**src/rtl/pdua_control_unit.sv**
```systemverilog
// Hardwired fetch/decode/execute sequencer for the PDUA datapath.
// Define PDUA_CU_SINGLE_STEP_EN to add a step input that pauses after every instruction.
module pdua_control_unit #(
    parameter int unsigned           ADDR_WIDTH = 3,
    parameter logic [ADDR_WIDTH-1:0] PC_ADDR    = 3'b000,
    parameter logic [ADDR_WIDTH-1:0] TMP_ADDR   = 3'b110,
    parameter logic [ADDR_WIDTH-1:0] ACC_ADDR   = 3'b111,
    parameter logic [2:0]            SEL_PASS   = 3'b110,
    parameter logic [2:0]            SEL_INC    = 3'b101,
    parameter logic [1:0]            SHAMT_DEF  = 2'b01
) (
    input  logic                  clk,
    input  logic                  rst,
    input  logic [4:0]            out_IR,
    input  logic                  C,
    input  logic                  N,
    input  logic                  P,
    input  logic                  Z,
    input  logic                  mem_ready,
`ifdef PDUA_CU_SINGLE_STEP_EN
    input  logic                  step,
`endif
    output logic                  wr_rdn,
    output logic                  enaf,
    output logic [2:0]            selop,
    output logic [1:0]            shamt,
    output logic                  bank_wr_en,
    output logic [ADDR_WIDTH-1:0] BusB_addr,
    output logic [ADDR_WIDTH-1:0] BusC_addr,
    output logic                  sclr,
    output logic                  ir_en,
    output logic                  mar_en,
    output logic                  mdr_en,
    output logic                  mdr_alu_n,
    output logic                  halted,
    output logic                  illegal
);

    typedef enum logic [4:0] {
        StInit, StClr, StF0, StF1, StF2, StDec,
        StO0, StO1, StLd0, StLd1, StLd2, StLd3,
        StSt0, StSt1, StSt2, StJmp, StAlu, StIll, StHalt, StPause
    } state_e;

    typedef enum logic [1:0] {OpLda, OpSta, OpJmp} op_e;

`ifdef PDUA_CU_SINGLE_STEP_EN
    localparam state_e DoneSt = StPause;
`else
    localparam state_e DoneSt = StF0;
`endif

    state_e     state_q;
    op_e        op_q;
    logic       take_q;
    logic [2:0] alu_sel_q;

    logic unused_flags;
    assign unused_flags = C ^ P;

    always_ff @(posedge clk or negedge rst) begin
        if (!rst) begin
            state_q   <= StInit;
            op_q      <= OpLda;
            take_q    <= 1'b0;
            alu_sel_q <= 3'b000;
        end else begin
            case (state_q)
                StInit: state_q <= StClr;
                StClr:  state_q <= StF0;
                StF0:   state_q <= StF1;
                StF1:   if (mem_ready) state_q <= StF2;
                StF2:   state_q <= StDec;
                StDec: begin
                    alu_sel_q <= out_IR[2:0];
                    casez (out_IR)
                        5'b00000: state_q <= DoneSt;
                        5'b00001: begin op_q <= OpLda; state_q <= StO0; end
                        5'b00010: begin op_q <= OpSta; state_q <= StO0; end
                        5'b00011: begin op_q <= OpJmp; take_q <= 1'b1; state_q <= StO0; end
                        5'b00100: begin op_q <= OpJmp; take_q <= Z;    state_q <= StO0; end
                        5'b00101: begin op_q <= OpJmp; take_q <= N;    state_q <= StO0; end
                        5'b01???: state_q <= StAlu;
                        5'b11111: state_q <= StHalt;
                        default:  state_q <= StIll;
                    endcase
                end
                StO0: state_q <= StO1;
                StO1: begin
                    // Operand word is in MDR once this read completes
                    if (mem_ready) begin
                        case (op_q)
                            OpLda:   state_q <= StLd0;
                            OpSta:   state_q <= StSt0;
                            default: state_q <= take_q ? StJmp : DoneSt;
                        endcase
                    end
                end
                StLd0:  state_q <= StLd1;
                StLd1:  state_q <= StLd2;
                StLd2:  if (mem_ready) state_q <= StLd3;
                StLd3:  state_q <= DoneSt;
                StSt0:  state_q <= StSt1;
                StSt1:  state_q <= StSt2;
                StSt2:  if (mem_ready) state_q <= DoneSt;
                StJmp:  state_q <= DoneSt;
                StAlu:  state_q <= DoneSt;
                StIll:  state_q <= DoneSt;
                StHalt: state_q <= StHalt;
`ifdef PDUA_CU_SINGLE_STEP_EN
                StPause: if (step) state_q <= StF0;
`else
                StPause: state_q <= StF0;
`endif
                default: state_q <= StInit;
            endcase
        end
    end

    always_comb begin
        wr_rdn     = 1'b0;
        enaf       = 1'b0;
        selop      = 3'b000;
        shamt      = 2'b00;
        bank_wr_en = 1'b0;
        BusB_addr  = '0;
        BusC_addr  = '0;
        sclr       = 1'b0;
        ir_en      = 1'b0;
        mar_en     = 1'b0;
        mdr_en     = 1'b0;
        mdr_alu_n  = 1'b0;
        halted     = 1'b0;
        illegal    = 1'b0;
        case (state_q)
            StClr: sclr = 1'b1;
            StF0, StO0: begin
                BusB_addr = PC_ADDR;
                selop     = SEL_PASS;
                mar_en    = 1'b1;
            end
            StF1, StO1: begin
                mdr_en = 1'b1;
                // PC advances only on the completing cycle so it moves exactly once
                if (mem_ready) begin
                    BusB_addr  = PC_ADDR;
                    BusC_addr  = PC_ADDR;
                    selop      = SEL_INC;
                    bank_wr_en = 1'b1;
                end
            end
            StF2: ir_en = 1'b1;
            StLd0, StSt0: begin
                BusC_addr  = TMP_ADDR;
                mdr_alu_n  = 1'b1;
                bank_wr_en = 1'b1;
            end
            StLd1, StSt1: begin
                BusB_addr = TMP_ADDR;
                selop     = SEL_PASS;
                mar_en    = 1'b1;
            end
            StLd2: mdr_en = 1'b1;
            StLd3: begin
                BusC_addr  = ACC_ADDR;
                mdr_alu_n  = 1'b1;
                bank_wr_en = 1'b1;
            end
            StSt2: begin
                BusB_addr = ACC_ADDR;
                selop     = SEL_PASS;
                wr_rdn    = 1'b1;
            end
            StJmp: begin
                BusC_addr  = PC_ADDR;
                mdr_alu_n  = 1'b1;
                bank_wr_en = 1'b1;
            end
            StAlu: begin
                BusB_addr  = ACC_ADDR;
                BusC_addr  = ACC_ADDR;
                selop      = alu_sel_q;
                shamt      = SHAMT_DEF;
                enaf       = 1'b1;
                bank_wr_en = 1'b1;
            end
            StIll:  illegal = 1'b1;
            StHalt: halted  = 1'b1;
            default: ;
        endcase
    end

endmodule
```
**config.mk**
```make
export PLATFORM = sky130hd
export DESIGN_NAME = pdua_control_unit
export DESIGN_NICKNAME = d
export VERILOG_FILES = /design/src/rtl/pdua_control_unit.sv
export SDC_FILE = /design/constraint.sdc
export NUM_CORES = 1
export LEC_CHECK = 0
export BUFFER_PORTS_ARGS = -buffer_cell sky130_fd_sc_hd__buf_2
export CAP_MARGIN = 15
export CORE_MARGIN = 4
export CORE_UTILIZATION = 50
export CTS_CLUSTER_SIZE = 16
export DETAILED_ROUTE_END_ITERATION = 8
export PLACE_DENSITY = 0.91
export SKIP_CTS_REPAIR_TIMING = 1
export SLEW_MARGIN = 10
export SYNTH_ARGS = -nofsm -noshare
export SYNTH_HDL_FRONTEND = slang
export SYNTH_SLANG_ARGS = --single-unit
```
**constraint.sdc**
```tcl
create_clock -name clk -period 1.8 [get_ports clk]
set_input_delay 0.09 -clock clk [delete_from_list [all_inputs] [get_ports clk]]
set_output_delay 0.09 -clock clk [all_outputs]
set_load 0.01 [all_outputs]
```
==> impl_metrics.ini <==
[timing]
skew_ps = 1.94
drv_slew = 0
finalSetupViolations = 0
rsz0062_at_grt = false
hold_viol = 0
layout_min_cycle_time_ps = 1750
fin_crit_sh_pct = 97.2
max_freq_ghz = 0.571

[synth]
synth_fp_nets = 140
synth_fa_ha_area_share_pct = 0
synth_cells = 128
ys_seq_elements = 11
synthMuxAreaShare_pct = 5.42
synth_top_cells_by_area = dfrtp_1, o21ai_0, a21oi_1
synthesis.area_um2 = 1020
yosys_warnings = 0
ys_types = 43
synth-compound-area-share_pct = 28.4
yosysTopAreaCellShare_pct = 27.1
synth_area_leader_cell = dfrtp_1
avgSynthCellArea_um2 = 7.94
ys_seq_area_share_pct = 27.1
synth_top_family_by_area = simple AND/OR/NAND/NOR gates
synth_xor_xnor_area_share_pct = 0
yosys.area_share.simple_pct = 29.4

[floorplan]
die-area_um2 = 2820
die_y_um = 53.1
core-area_um2 = 1940
io_pins = 33
fp.dieW_um = 53.1
start_util_pct = 52.3
num_rows = 16

[grt]
grt-ovfl-total = 0
grt_pass1_vias = 965
antenna_found_initial = 0
track_usage_pct = 20.6
grt_pass1_wl_um = 4350
grt_max_degree = 12

[finish]
n_fill_cell = 179
ff_latch_area_um2 = 282
multi_input_area_um2 = 659
nets = 172
syn2layout_area_growth_pct = 23.5
drive_gt1_share_pct = 38.4
instances_no_fill = 186
postLayoutCoreUtil_pct = 64.6
diodes = 0

[route]
drt_wl_total_um = 2720
wl_per_cell_um = 14.6
ant_nets = 0
dr.pass1.iters = 4
routed_via_density = 6.03
first_iter_violations = 55
drcViolationCount = 0
via_count = 1121

[min_path]
hp-start = out_IR[0]
hold_path.class = input port to register

[placement]
gp_congestion = 0.903
dp.cells = 179
portBuffers = 29
hpwl_um = 2130

[clock_network]
clk_pin_slew_worst_paths_ps = 70
cts_root_buf = clkbuf_4
clk_path_buf_depth = 2
numCtsBuffers = 3
cts_tree = built
cts_max_level = 1
clk_latency_ps = 270
cts_sinks = 11

[worst_setup_path]
critPathCaptureType = primary output
cp.required_ps = 1710
critPathLaunch = state_q[1]$_DFFE_PN0P_
crit_arrival_ps = 1660
crit_path_start_kind = register
crit_fanout = 10
criticalPathCategory = register to primary output
reg2reg_from = state_q[4]$_DFFE_PN0P_

[power_and_ir_drop]
leakagePower_nw = 0.643
peakVddDrop_mv = 0.726
powerDensity_nw_per_um2 = 1520
totalPowerFinal_w = 0.00191

[job]
cap_violations = 0

[status]
status = finished clean
[Yosys cell counts]
| cell | number |
|---|---|
| o2bb2ai_1 | 2 |
| o211ai_1 | 1 |
| nand4_1 | 2 |
| dfrtp_1 | 11 |
| mux2i_1 | 1 |
| inv_2 | 1 |
| a31oi_1 | 1 |
| nor3_1 | 1 |
| a221oi_1 | 1 |
| mux2_2 | 4 |
| a221o_1 | 1 |
| a21oi_1 | 9 |
| or3_1 | 4 |
| o21ai_0 | 10 |
| and2_1 | 4 |
| nor2_1 | 4 |
| o32ai_1 | 1 |
| inv_1 | 5 |
| and2b_1 | 1 |
| nor3b_4 | 1 |
| a211o_1 | 2 |
| nand2_2 | 1 |
| nand2_1 | 8 |
| clkbuf_1 | 5 |
| a311o_1 | 1 |
| conb_1 | 1 |
| and4_1 | 1 |
| o31ai_1 | 1 |
| nand3b_1 | 1 |
| a21o_1 | 5 |
| a32o_1 | 1 |
| a21bo_2 | 1 |
| o311ai_0 | 1 |
| nor2b_1 | 7 |
| o311a_1 | 1 |
| and3_1 | 3 |
| buf_4 | 5 |
| nand3_1 | 5 |
| nor4_1 | 3 |
| o32ai_2 | 1 |
| a22oi_1 | 1 |
| buf_2 | 3 |
| nand2b_1 | 5 |
[state kept, by name (all words and copies together) (netlist names)]
register,cells
alu_sel_q,3
take_q,1
op_q,2
state_q,5
[per-stage QoR]
stage / hold slack, ps / TNS, ps / setup slack [ps] / area [um^2]
after floorplan: -206 / 0 / 211 / 1020
after global placement: -34.5 / 0 / 169 / 1180
after detailed placement: -31.2 / 0 / 120 / 1180
after CTS: -316 / -231 / -139 / 1210
after global routing: 171 / 0 / 5.47 / 1250
final: 130 / 0 / 49.9 / 1250
[worst paths after layout]
path,end,slack (ps),cells after the start
max reg2reg,state_q[2]$_DFFE_PN0P_,200,4
max in group asynchronous,state_q[4]$_DFFE_PN0P_,1370,2
min,op_q[0]$_DFFE_PN0P_,130,2
min in group asynchronous,take_q$_DFFE_PN0P_,210,2
min reg2reg,alu_sel_q[0]$_DFFE_PN0P_,520,1
max,bank_wr_en,50,4
[cell families (layout without fill, tap and decap cells)]
kind of cell | after synthesis | after routing
simple gates | 51 | 51
compound gates | 41 | 41
buf+inv | 19 | 50
flops | 11 | 11
mux | 5 | 5
other cells | 1 | 1
[layout by cell type, fill, tap and decap left out, drive strengths merged, types with 3 or more instances in the layout]
master | Yosys | routed
buf | 8 | 39
mux2 | 4 | 4
and3 | 3 | 3
clkbuf | 5 | 3
nor2 | 4 | 4
or3 | 4 | 4
nor4 | 3 | 3
nand3 | 5 | 5
and2 | 4 | 4
nand2 | 9 | 9
dfrtp | 11 | 11
o21ai | 10 | 10
a21o | 5 | 5
nand2b | 5 | 5
a21oi | 9 | 9
inv | 6 | 6
nor2b | 7 | 7
[layout make-up]
| cell class | count | share of cell area [%] |
|---|---|---|
| clock buffers | 3 | 1.79 |
| flip-flops and latches | 11 | 22.4 |
| clock inverters | 1 | 0.399 |
| inverters | 6 | 1.79 |
| multi-input cells | 98 | 52.5 |
| well taps | 27 | 2.69 |
| repair buffers | 40 | 18.3 |
[critical path, stage by stage, from the launching register on]
cell and delay, ps:
dfrtp_2 490, nor2b_1 210, and3_1 220, or3_1 340, buf_2 140
[routing by layer]
| metal | vias to the layer above | GRT usage (%) | wire [um] |
|---|---|---|---|
| li1 | 527 | - | - |
| met1 | 523 | 24.5 | 1080 |
| met2 | 62 | 36.8 | 1360 |
| met3 | 9 | 3.10 | 242 |
| met4 | 0 | 8.09 | 43 |
| met5 | - | 0 | 0 |
[where the power goes]
| group | switching, W | leakage, nW | internal, W |
|---|---|---|---|
| Sequential | 0.000143 | 0.123 | 0.000354 |
| Clock | 0.0000795 | 0.0177 | 0.0000823 |
| Combinational | 0.000644 | 0.502 | 0.000609 |
Note: power is estimated with default switching activity, not from simulation.
